## src/rtl/pram_dp.sv

```systemverilog
// Dual-port RAM: port A read/write, port B read-only, with a power-up clear sweep
// that writes CLR_VAL to every word before raising ready.
module pram_dp #(
    parameter int unsigned    DW      = 8,
    parameter int unsigned    AW      = 8,
    parameter int unsigned    RD_LAT  = 1,
    parameter int unsigned    WMODE   = 0,
    parameter logic [DW-1:0]  CLR_VAL = '0
) (
    input  logic          clk,
    input  logic          rst_n,
    input  logic [AW-1:0] a_abus,
    input  logic [DW-1:0] a_dbus_i,
    input  logic          a_wr_en,
    output logic [DW-1:0] a_dbus_o,
    input  logic [AW-1:0] b_abus,
    output logic [DW-1:0] b_dbus_o,
    output logic          ready
);

    typedef enum logic {
        CLEAR,
        READY
    } state_t;

    state_t        state, state_nxt;
    logic [AW-1:0] clr_cnt;
    logic [DW-1:0] mem [2**AW];

    logic          wr_en;
    logic [AW-1:0] wr_addr;
    logic [DW-1:0] wr_data;

    always_ff @(posedge clk or negedge rst_n) begin
        if (!rst_n) begin
            state   <= CLEAR;
            clr_cnt <= '0;
        end else begin
            state <= state_nxt;
            // wraps back to zero on the same edge that leaves CLEAR
            if (state == CLEAR)
                clr_cnt <= clr_cnt + 1'b1;
        end
    end

    always_comb begin
        state_nxt = state;
        wr_en     = 1'b0;
        wr_addr   = a_abus;
        wr_data   = a_dbus_i;
        case (state)
            CLEAR: begin
                wr_en   = 1'b1;
                wr_addr = clr_cnt;
                wr_data = CLR_VAL;
                if (clr_cnt == '1)
                    state_nxt = READY;
            end
            READY: begin
                wr_en = a_wr_en;
            end
            default: state_nxt = CLEAR;
        endcase
    end

    assign ready = (state == READY);

    always_ff @(posedge clk) begin
        if (wr_en)
            mem[wr_addr] <= wr_data;
    end

    if (RD_LAT == 0) begin : g_async_rd
        // array content is undefined until the sweep completes, so mask it
        assign a_dbus_o = (state == CLEAR) ? CLR_VAL : mem[a_abus];
        assign b_dbus_o = (state == CLEAR) ? CLR_VAL : mem[b_abus];
    end else begin : g_sync_rd
        logic [DW-1:0] a_q, b_q;

        always_ff @(posedge clk or negedge rst_n) begin
            if (!rst_n) begin
                a_q <= CLR_VAL;
                b_q <= CLR_VAL;
            end else if (state == CLEAR) begin
                a_q <= CLR_VAL;
                b_q <= CLR_VAL;
            end else begin
                a_q <= (WMODE != 0 && a_wr_en) ? a_dbus_i : mem[a_abus];
                b_q <= (WMODE != 0 && a_wr_en && b_abus == a_abus) ? a_dbus_i : mem[b_abus];
            end
        end

        assign a_dbus_o = a_q;
        assign b_dbus_o = b_q;
    end

endmodule
```

## config.mk

```make
export PLATFORM = sky130hd
export DESIGN_NAME = pram_dp
export DESIGN_NICKNAME = d
export VERILOG_FILES = /design/src/rtl/pram_dp.sv
export SDC_FILE = /design/constraint.sdc
export NUM_CORES = 2
export LEC_CHECK = 0
export CORE_UTILIZATION = 60
export DETAILED_ROUTE_END_ITERATION = 8
export PLACE_DENSITY = 0.76
export SETUP_SLACK_MARGIN = 0.15
export SYNTH_ARGS = -nofsm -noshare
export SYNTH_HDL_FRONTEND = slang
export SYNTH_SLANG_ARGS = --single-unit
```

## constraint.sdc

```tcl
create_clock -name clk -period 14.4 [get_ports clk]
set_input_delay 1.44 -clock clk [delete_from_list [all_inputs] [get_ports clk]]
set_output_delay 1.44 -clock clk [all_outputs]
set_load 0.1 [all_outputs]
```

==> impl_metrics.ini <==
[floorplan]
io_pins = 44
fp.dieW_um = 404
rows = 147
core_um2 = 161000
die_area_um2 = 164000
die_y_um = 404
initial_core_util_pct = 60.4

[worst_setup_path]
cp-end-kind = flip-flop
critical_path.cell_chain = buf_8 -> buf_4 -> buf_12 -> buf_4 -> mux4_2 -> mux2i_1 -> o22ai_1 -> nor4_1 -> nand4_1 -> or3_1
slowest_stage = nor4_1
cp.arrival_ns = 6.86
crit_type = input pin to flip-flop
critPathRequiredTime_ns = 15.16
slowest_delay_ns = 0.89
cpMostUsedCell = buf_4
cp-start-kind = input pin
cp_max_fo = 89

[synth]
ys.flop_type = edfxtp_1
ys_seq_elements = 2073
yosysWarnings = 0
syn_nets = 4995
synth_edf_count = 2048
syn_area_per_cell_um2 = 19.6
async_reset_ff_share_pct = 1.21
syn_inst = 4967
synthesis.area_um2 = 97200
synth_area_leaders = edfxtp_1 (63%), mux4_2 (23%), mux2i_1 (4.1%)
synth_top_area_share_pct = 63.3
synth_seq_area_share_pct = 63.9
synth.distinct_cells = 56
netlist_top_cells_count = edfxtp_1 (2,048), mux4_2 (973), mux2i_1 (394), nor2_1 (320), o22ai_1 (138)
yosysMostFrequentCell = edfxtp_1
synth_top_cell_by_area = edfxtp_1

[power_and_ir_drop]
ir_worst_vdd_mv = 0.128
p_clk_share_pct = 43.8
combPwrFrac_pct = 4.1
seq_power_share_pct = 52.1
swShare_pct = 21.9
internal-power_uw = 9770
powerDensity_nw_per_um2 = 118
p_leak_uw = 0.0271
p_switching_uw = 2740

[routing]
first_iter_violations = 10300
drtAntennaViolNets = 0
drc = 0
route.vias.total = 57400
avgRoutedWirePerCell_um = 43.6
drt_pass1_iterations = 9
wl_mm = 317
avgViaCountPerCell = 7.88

[global_routing]
grt_use_total_pct = 39.2
grt_overflow_total = 0
grt_max_degree = 256
grt_pass1_vias = 55100
antenna_found_initial = 35
grt_pass1_wl_mm = 437

[timing]
hold_viol_final = 0
period_share_pct = 42.4
slew_headroom_pct = 0.833
holdWs_ns = 0.574
rsz0062_at_grt = no
setup_viol_count_final = 0
maxSlewViolCount = 0
finalClockSkew_ns = 0.0706
timing.fmax_ghz = 0.164
tightest_slew_ns = 1.48
tns_ns = 0
fin_crit_ns = 6.11

[status]
violations = capacitance limit
status = finished with violations

[finish]
fillerInstances = 10500
nNetsFinal = 4966
stdcell_count = 7283
drive_above_1_share_pct = 27.7
area_growth_pct = 8.98
final_util_pct = 65.9

[cts]
cts_made_buffers = 208
cts_buffer_depth = 3
htreeDepth = 4
post_cts_buffers = 0
cts_resized = 0
clk-insertion-delay-late_ns = 0.88
cts_tree = yes
cts_sinks = 2073
postCtsHoldBufs = 0
clk_pin_slew_worst_paths_ns = 0.07
cts_root_buffer = clkbuf_16

[job]
drv_cap = 1

[worst_hold_path]
hold_path.class = flip-flop to flip-flop

[place]
dpl.cell_count = 6888
port_buffers = 43
place_congestion = 1.07
dp_hpwl_mm = 208
==> cell usage in the layout (no fill, tap or decap), types with 58 or more instances in the layout <==
cell,synthesis,routed
edfxtp_1,2048,2048
buf_4,38,90
o221ai_1,113,113
o21ai_0,58,58
mux2i_1,394,394
nand2_1,90,89
clkbuf_16,0,208
o22ai_1,138,138
a21oi_1,80,80
mux4_2,973,973
nor2_1,320,319
==> stage by stage <==
stage,setup slack [ns],total power [uW],instance area [um^2]
finish,8.29,12500,106000
global route,8.04,12700,106000
CTS,8.43,12500,106000
detailed placement,7.55,7150,99000
global placement,7.62,7150,99000
floorplan,8.30,7010,97200
==> power by group through the flow <==
stage	sequential [uW]	clock [uW]	combinational (uW)
2_1_floorplan	6650	0	361
3_3_place_gp	6650	0	497
3_5_place_dp	6650	0	498
4_1_cts	6530	5470	499
5_1_grt	6520	5690	517
6_report	6520	5480	510
==> per-layer routing <==
layer	track usage (%)	wire length, um	vias up
li1	-	-	21400
met1	52.9	107000	30000
met2	57.1	141000	5021
met3	13.9	49300	920
met4	19.6	19600	28
met5	0.238	218	-
==> cells by family (layout without fill, tap and decap cells) <==
family	Yosys count	after routing	synth area share, %
and+or+nand+nor	604	604	2.80
other	0	12	0
DFF	2073	2073	63.9
muxes	1392	1392	27.2
AOI/OAI and AO/OA	499	499	3.52
xor gates and xnor gates	7	7	0.0631
buffers and inverters	391	535	2.46
adders and majority gates	1	1	0.0129
==> final timing paths <==
kind / from / endpoint / slack (ns) / depth (start not counted)
setup / recovery: a_abus[0] / a_dbus_o[0] / 8.29 / 10
setup reg to reg: ready / mem[192][4] / 9.79 / 6
hold reg to reg: clr_cnt[5] / clr_cnt[5] / 0.57 / 1
max in group asynchronous: rst_n / ready / 13.00 / 2
min in group asynchronous: rst_n / a_dbus_o[5] / 1.02 / 2
hold / removal: clr_cnt[5] / clr_cnt[5] / 0.57 / 1
==> flip-flops by register name, indices dropped and copies added, names as in the netlist <==
name	count
clr_cnt	8
a_dbus_o	8
b_dbus_o	8
ready	1
mem	2048
==> layout make-up <==
type | count | area (um^2) | area share [%]
Antenna cell | 12 | 30.0 | 0.0284
Clock buffer | 254 | 5390 | 5.09
Clock inverter | 129 | 1440 | 1.36
Inverter | 7 | 32.5 | 0.0307
Multi-Input combinational cell | 2503 | 32800 | 31.0
Sequential cell | 2073 | 62100 | 58.7
Tap cell | 2160 | 2700 | 2.55
Timing Repair Buffer | 145 | 1390 | 1.31
==> critical path, delay by kind of cell <==
family / cells / cell delay [ns]
AOI/OAI and AO/OA: 1 / 0.15
buffers and inverters: 4 / 2.43
muxes: 2 / 0.95
and+or+nand+nor: 3 / 1.55
(Power assumes the default switching activity.)
